[config.mk]
export PLATFORM = sky130hd
export DESIGN_NAME = mybus_arbiter
export DESIGN_NICKNAME = d
export VERILOG_FILES = /design/src/rtl/mybus_arbiter.sv
export SDC_FILE = /design/constraint.sdc
export NUM_CORES = 1
export LEC_CHECK = 0
export CAP_MARGIN = 20
export CORE_AREA = 2 2 172 174
export DETAILED_ROUTE_END_ITERATION = 10
export DIE_AREA = 0 0 174 176
export HOLD_SLACK_MARGIN = 0.02
export PLACE_DENSITY = 0.49
export SLEW_MARGIN = 10
export SYNTH_ARGS = -nofsm -noshare
export SYNTH_HDL_FRONTEND = slang
export SYNTH_SLANG_ARGS = --single-unit
[constraint.sdc]
create_clock -name clk -period 2.76 [get_ports clk]
set_input_delay 0.276 -clock clk [delete_from_list [all_inputs] [get_ports clk]]
set_output_delay 0.276 -clock clk [all_outputs]
set_load 0.005 [all_outputs]
[src/rtl/mybus_arbiter.sv]
// Two-requester Mybus arbiter: grants one whole transaction at a time, round-robin on ties,
// and steers acks/responses to the granted port only.
module mybus_arbiter #(
  parameter int unsigned BEATS = 8
) (
  input  logic        clk,
  input  logic        reset_n,
  input  logic [63:0] p0_req,
  input  logic [12:0] p0_reqtag,
  input  logic        p0_reqcyc,
  output logic        p0_reqack,
  output logic        p0_respcyc,
  output logic [63:0] p0_resp,
  input  logic        p0_respack,
  input  logic [63:0] p1_req,
  input  logic [12:0] p1_reqtag,
  input  logic        p1_reqcyc,
  output logic        p1_reqack,
  output logic        p1_respcyc,
  output logic [63:0] p1_resp,
  input  logic        p1_respack,
  output logic [63:0] bus_req,
  output logic [12:0] bus_reqtag,
  output logic        bus_reqcyc,
  output logic        bus_bid,
  input  logic        bus_reqack,
  input  logic [63:0] bus_resp,
  input  logic        bus_respcyc,
  output logic        bus_respack
);

  localparam logic [7:0] BEATS_C     = BEATS[7:0];
  localparam logic [3:0] TYPE_MEMORY = 4'b0001;

  typedef enum logic [1:0] {
    IDLE = 2'd0,
    REQ  = 2'd1,
    RESP = 2'd2
  } state_e;

  state_e     state_q;
  logic       grant_q;
  logic       last_q;
  logic       dir_q;
  logic       short_q;
  logic       addr_done_q;
  logic [7:0] count_q;

  logic [63:0] sel_req_s;
  logic [12:0] sel_reqtag_s;
  logic        sel_reqcyc_s;
  logic        sel_respack_s;
  logic        in_req_s;
  logic        in_resp_s;
  logic        req_acc_s;
  logic        resp_acc_s;
  logic [7:0]  count_inc_s;
  logic [7:0]  target_s;
  logic        any_req_s;
  logic        win_s;
  logic        win_dir_s;
  logic [3:0]  win_type_s;

  assign sel_req_s     = grant_q ? p1_req     : p0_req;
  assign sel_reqtag_s  = grant_q ? p1_reqtag  : p0_reqtag;
  assign sel_reqcyc_s  = grant_q ? p1_reqcyc  : p0_reqcyc;
  assign sel_respack_s = grant_q ? p1_respack : p0_respack;

  assign in_req_s    = (state_q == REQ);
  assign in_resp_s   = (state_q == RESP);
  assign count_inc_s = count_q + 8'd1;
  assign target_s    = short_q ? 8'd1 : BEATS_C;

  // Bus side only carries the granted requester while in REQ; zeros otherwise
  assign bus_reqcyc  = in_req_s && sel_reqcyc_s;
  assign bus_req     = in_req_s ? sel_req_s    : 64'd0;
  assign bus_reqtag  = in_req_s ? sel_reqtag_s : 13'd0;
  assign bus_bid     = grant_q;
  assign bus_respack = in_resp_s && bus_respcyc && sel_respack_s;

  assign req_acc_s  = bus_reqcyc && bus_reqack;
  assign resp_acc_s = bus_respack;

  assign p0_reqack  = req_acc_s && !grant_q;
  assign p1_reqack  = req_acc_s && grant_q;
  assign p0_respcyc = in_resp_s && bus_respcyc && !grant_q;
  assign p1_respcyc = in_resp_s && bus_respcyc && grant_q;
  assign p0_resp    = bus_resp;
  assign p1_resp    = bus_resp;

  assign any_req_s  = p0_reqcyc || p1_reqcyc;
  assign win_dir_s  = win_s ? p1_reqtag[12]   : p0_reqtag[12];
  assign win_type_s = win_s ? p1_reqtag[11:8] : p0_reqtag[11:8];

  // Winner selection: a tie goes to the port not serviced last
  always_comb begin
    win_s = 1'b0;
    if (p0_reqcyc && p1_reqcyc) begin
      win_s = ~last_q;
    end else if (p1_reqcyc) begin
      win_s = 1'b1;
    end else begin
      win_s = 1'b0;
    end
  end

  // Transaction sequencer
  always_ff @(posedge clk or negedge reset_n) begin
    if (!reset_n) begin
      state_q     <= IDLE;
      grant_q     <= 1'b0;
      last_q      <= 1'b1;
      dir_q       <= 1'b0;
      short_q     <= 1'b0;
      addr_done_q <= 1'b0;
      count_q     <= 8'd0;
    end else begin
      case (state_q)
        IDLE: begin
          if (any_req_s) begin
            grant_q     <= win_s;
            dir_q       <= win_dir_s;
            short_q     <= (win_type_s != TYPE_MEMORY);
            addr_done_q <= 1'b0;
            count_q     <= 8'd0;
            state_q     <= REQ;
          end
        end
        REQ: begin
          if (req_acc_s) begin
            if (dir_q) begin
              count_q <= 8'd0;
              state_q <= RESP;
            end else if (!addr_done_q) begin
              addr_done_q <= 1'b1;
            end else begin
              // Write data beats counted after the address beat
              count_q <= count_inc_s;
              if (count_inc_s == target_s) begin
                last_q  <= grant_q;
                state_q <= IDLE;
              end
            end
          end
        end
        RESP: begin
          if (resp_acc_s) begin
            count_q <= count_inc_s;
            if (count_inc_s == target_s) begin
              last_q  <= grant_q;
              state_q <= IDLE;
            end
          end
        end
        default: begin
          state_q <= IDLE;
        end
      endcase
    end
  end

endmodule
; Word level (Yosys, flattened, before mapping)
; Cells that the tools add are included.
[op_classes]
add_sub_neg = 1
multipliers = 0
n_div = 0
magnitude_cmp = 0
eq_ne = 10
n_shift = 0
mux = 34
bitwise = 1
n_reduce_logical = 20
[ops]
columns = cell, count
row1 = 64-bit two-way mux, 2
row2 = 8-bit two-way mux, 5
row3 = 13-bit two-way mux, 2
row4 = 8-bit case mux with 3 select lines, 1
row5 = 1-bit two-way mux, 13
row6 = 2-bit two-way mux, 6
row7 = 5-bit AND reduction, 2
row8 = 1-bit logical AND, 9
row9 = "8-bit by 1-bit adder with 8-bit output, second input constant", 1
row10 = 8-bit by 4-bit == test with 1-bit output, 1
row11 = 4-bit two-way mux, 2
row12 = "2-bit != test, second input constant", 4
row13 = 4-bit AND reduction, 2
row14 = 2-bit case mux with 3 select lines, 1
row15 = "4-bit by 1-bit != test with 1-bit output, second input constant", 1
row16 = 1-bit case mux with 2 select lines, 2
row17 = 2-bit nonzero test, 2
row18 = "3-bit != test, second input constant", 1
row19 = 3-bit nonzero test, 1
row20 = "2-bit by 1-bit == test with 1-bit output, second input constant", 1
row21 = "2-bit == test, second input constant", 1
row22 = 2-bit logical NOT, 1
row23 = "2-bit by 1-bit != test with 1-bit output, second input constant", 1
row24 = 2-bit AND reduction, 1
row25 = 3 further kinds, 3
[word_totals]
register_bits = 15
latch_bits = 0
ram_bits = 0
mem_bits_ro = 0
inputBits = 226
output_inout_bits = 212
wordCells = 73
memories = 0

; Logic depth before layout (Yosys ltp)
[depth]
depth_word = 7
depth_mapped = 8
mapped_depth_nobuf = 7

; Least setup slack after synthesis
; No wires, ideal clock.
[synth_path]
path_type = reg2reg
start = reg count_q[0]
end = reg last_q
t_arrival_ns = 1.949
slack_ns = 0.728
stages_incl_launch_ff = 7
n_path_buf = 0
synth_period_minus_slack_ns = 2.032
path_cell_list = dfrtp_1 > ha_1 > or4b_1 > o221ai_1 > nor2_1 > nor4_1 > mux2_2
[synth_via]
elab_chain_len = 7
[synth_rtl]
columns = element, line_no
row1 = start: declaration, 47  ; logic [7:0] count_q;
row2 = start signal: assignment, 138  ; count_q <= count_inc_s;
row3 = start signal: assignment, 148  ; count_q <= count_inc_s;
row4 = 8-bit by 1-bit adder with 8-bit output (*), 71  ; assign count_inc_s = count_q + 8'd1;
row5 = 8-bit by 4-bit == test with 1-bit output (*), "139, 149"
row6 = 1-bit two-way mux (*), --
row7 = 1-bit two-way mux (3 in a row), --
row8 = 1-bit case mux with 2 select lines (*), --
row9 = end signal: assignment, 140  ; last_q <= grant_q;
row10 = end signal: assignment, 150  ; last_q <= grant_q;
row11 = end: declaration, 43  ; logic last_q;
; Mark *: on every way between the ends. The rest lies on a longest branch, timed or not. The select of a mux whose other input is x is not followed.
; A chain may end at the register's enable or synchronous reset.

; Worst setup path in the final report
[layout_path]
start = reg state_q[1]
end = out bus_req[39]
[layout_via]
elab_chain_len = 2
[layout_rtl]
columns = element, line_no
row1 = start: declaration, 41  ; state_e state_q;
row2 = start signal: assignment, 110  ; state_q <= IDLE;
row3 = start signal: assignment, 126  ; state_q <= REQ;
row4 = start signal: assignment, 133  ; state_q <= RESP;
row5 = 2-bit by 1-bit == test with 1-bit output, 69  ; assign in_req_s = (state_q == REQ);
row6 = net in_req_s, 53  ; logic in_req_s;
row7 = 64-bit two-way mux, 76  ; assign bus_req = in_req_s ? sel_req_s : 64'd0;
row8 = end: declaration, 22  ; output logic [63:0] bus_req,
; The timed path passes the listed nets, and every way through them passes these cells.

==> results.rst <==
.. list-table::
   :header-rows: 1

   * - Metric
     - Value
   * - Status
     - completed
   * - Async set or reset register ratio after synthesis
     - 100.0%
   * - Startpoint class of the critical path
     - register
   * - Worst setup EP type
     - output port
   * - FP Rows
     - 62
   * - Part of the cycle the worst path needs
     - about 90%
   * - Tightest Pin Transition
     - between 0.7 and 0.8 ns
   * - Worst-path clk slew
     - 0.05 ns
   * - Share of cells above drive strength 1
     - approximately 3.6%
   * - Unrepaired setup endpoints after global routing
     - no
   * - TritonCTS clock tree
     - yes
   * - Post-CTS setup buffer count
     - 0
   * - Mean routed wirelength per cell
     - about 16 um
   * - Cell type with the largest total area after synthesis
     - sky130_fd_sc_hd__buf_4
   * - Count leader, synth
     - sky130_fd_sc_hd__buf_4
   * - Resize count post-CTS
     - 0
   * - Number of distinct library cell variants in the gate-level netlist after synthesis
     - between 40 and 50
   * - Wirelength, routed
     - about 15000 um
   * - Sw Ratio
     - around 40%
   * - Start-to-end type of the worst setup path
     - register to output port
   * - Diode count
     - 0
   * - Top FF cell, synth
     - sky130_fd_sc_hd__dfrtp_1
   * - Starting density of the core
     - approximately 12%
   * - FF-to-FF Start
     - count_q[0]
   * - Number of vias in the routed layout
     - 3096
   * - Worst setup path startpoint
     - state_q[1]
   * - Maximum resistive drop on vdd
     - slightly below 0.0003 V
   * - Maximum number of pins on one net before global-route repair
     - 47
   * - Leakage Power
     - approximately 2.1 nW
   * - Number of antenna violations at the first check in global routing
     - 0
   * - Die Y
     - 176 um
   * - Peak Freq
     - slightly below 400 MHz
   * - Number of flip-flops and latches in the synthesized netlist
     - 15
   * - Top cells by count, synth
     - sky130_fd_sc_hd__buf_4, sky130_fd_sc_hd__mux2i_1, sky130_fd_sc_hd__nor2b_1, sky130_fd_sc_hd__dfrtp_1, sky130_fd_sc_hd__clkbuf_1
   * - DRT Pass-1 Iters
     - 4
   * - Final weighted congestion of routability-driven global placement
     - roughly 0.74
   * - Buffer type at the clock tree root
     - sky130_fd_sc_hd__clkbuf_16
   * - Setup Total Neg Slack
     - 0 ns
   * - Worst EP arrival
     - between 2 and 2.5 ns
   * - Synth area leaders
     - sky130_fd_sc_hd__buf_4, sky130_fd_sc_hd__mux2i_1, sky130_fd_sc_hd__nor2b_1
   * - Maximum buffer depth of the clock tree
     - 2
   * - Core Area
     - ~0.029 mm2
   * - Vias per Instance
     - around 3.4
   * - YS warnings
     - 0
   * - Internal power of the cells
     - between 2 and 2.5 mW
   * - Die Span X
     - between 150 and 200 um
   * - Via count of the first global-routing pass
     - approximately 3300
   * - Portion of synthesized cell area occupied by the leading cell type
     - ~28%
   * - Worst-skew pair later-pin latency
     - between 0.2 and 0.3 ns
   * - Boundary pin count
     - ~440
   * - Headroom to the max-slew limit
     - between 40% and 50%
   * - Violation count after the first detailed-route iteration
     - roughly 130
   * - TritonCTS Buffers
     - 3
   * - Synthesized netlist cell count
     - 428
   * - Clock network fraction of design power
     - 7.5%
   * - Part of the power in combinational logic
     - between 80% and 90%
   * - Overall die area
     - just over 0.03 mm2
   * - H-tree levels
     - 1
   * - Area growth from synthesis to layout
     - 59.17%
   * - Number of nets produced by synthesis
     - between 600 and 700
   * - HPWL reported at the end of detailed placement
     - 12440 um
   * - Per-instance average area after synthesis
     - 8.004 um2
   * - Clock Sinks
     - 15
   * - Layout filler cell count
     - between 3000 and 4000
   * - Fin. max-slew vios
     - 0
   * - Mapped cell area
     - ~0.0034 mm2
   * - Total Power Consumption
     - approximately 4 mW
   * - Data required time of the critical path
     - ~2.5 ns
   * - Port bufs
     - roughly 250
   * - Part of the Yosys area used for sequential elements
     - about 11%
   * - Switching power
     - 1.537 mW
   * - Util after Layout
     - between 10% and 20%
   * - Total routing usage reported by global routing
     - under 10%
   * - Wire length of the first global-routing pass
     - 21200 um
   * - Number of hold violations in the final report
     - 0
   * - Number of nets in the layout
     - 764
   * - Areal power density over the cells
     - just over 700 mW/mm2
   * - Grt total ovfl
     - 0
   * - Maximum fanout along the worst path
     - 40
   * - Number of hold buffers added after CTS
     - 0
   * - Worst hold-check path type
     - input pin to async pin
   * - Clock Skew
     - approximately 0.0013 ns
   * - # Max-Cap Violations
     - 0
   * - Count of endpoints failing setup in the final report
     - 0
   * - Number of routed nets with antenna violations
     - 0
   * - Post-route DRC violation count
     - 0
   * - Number of flops mapped to enable cells by yosys
     - 0
   * - Fin crit period
     - about 2.5 ns
   * - Sequential share of power
     - 9.9%
==> flip-flops by register name (all words and copies together), names as in the netlist <==
| register | flops |
|---|---|
| addr_done_q | 1 |
| bus_bid | 1 |
| count_q | 8 |
| dir_q | 1 |
| last_q | 1 |
| short_q | 1 |
| state_q | 2 |
==> layout make-up <==
| type | count | area (um2) | share of cell area, % |
|---|---|---|---|
| inverter | 7 | 26.28 | 0.4819 |
| multi-input combinational | 254 | 1957 | 35.89 |
| sequential | 15 | 380.4 | 6.976 |
| tap | 384 | 480.5 | 8.811 |
| timing repair buffer | 252 | 2530 | 46.40 |
| clock buffer | 4 | 78.83 | 1.446 |
==> worst max-delay path, stage by stage (launching register included) <==
cell	delay (ns)
sky130_fd_sc_hd__dfrtp_1	0.42
sky130_fd_sc_hd__inv_1	0.10
sky130_fd_sc_hd__ha_2	0.28
sky130_fd_sc_hd__buf_4	0.36
sky130_fd_sc_hd__nor2b_1	0.29
sky130_fd_sc_hd__clkdlybuf4s50_1	0.55
==> per-stage QoR <==
stage / setup WS (ns) / cells / area (um2) / hold slack, ns
detailed placement: 0.4815 / 912 / 5374 / 0.5437
finish: 0.2121 / 916 / 5453 / 0.4887
floorplan: 0.7284 / 428 / 3426 / -0.01959
CTS: 0.1816 / 916 / 5453 / 0.5103
global placement: 0.4710 / 912 / 5374 / 0.5399
global route: 0.1159 / 916 / 5453 / 0.5520
==> cells by family (layout without fill, tap and decap cells) <==
logic type | Yosys count | count (layout) | share of synthesized area [%]
fa+ha+maj | 5 | 5 | 1.826
simple gates | 126 | 126 | 22.17
flops | 15 | 15 | 10.99
buf+inv | 159 | 263 | 31.96
mux | 84 | 84 | 24.58
compound gates | 39 | 39 | 8.474
==> path summary, 6_finish.rpt <==
path / to / slack, ns / cells past startpoint
min in group clk: count_q[5] / 0.55 / 1
max in group asynchronous: bus_bid / 1.69 / 1
min reg2reg: count_q[5] / 0.55 / 1
min: count_q[3] / 0.49 / 1
max reg2reg: last_q / 0.59 / 6
max: bus_req[39] / 0.21 / 5
==> power groups by stage <==
stage | sequential (mW) | combinational [mW] | clock (mW)
floorplan | 0.333 | 1.82 | 0
global placement | 0.388 | 3.26 | 0
detailed placement | 0.389 | 3.24 | 0
CTS | 0.385 | 3.27 | 0.298
global route | 0.399 | 3.49 | 0.308
finish | 0.385 | 3.21 | 0.291
==> cells in the final DEF (no fill, tap or decap), drive strengths merged, types with 3 or more instances in the layout <==
cell and n:
ha 5, nand2 8, nor2 9, inv 7, or3 4, o41ai 3, clkbuf 4, o31ai 10
dfrtp 14, nor3 3, clkdlybuf4s50 245, mux2i 83, nor2b 82, o21ai 11, buf 7, nand3 5
a31oi 3, a22o 3, nand2b 3
==> layer usage <==
layer,GRT usage [%],vias to the layer above,wire length (um)
met4,2.486,0,299
met2,14.69,224,6951
li1,-,1533,-
met1,10.72,1321,5879
met5,0,-,0
met3,4.479,18,1680
Power figures use the tool's default switching activity.
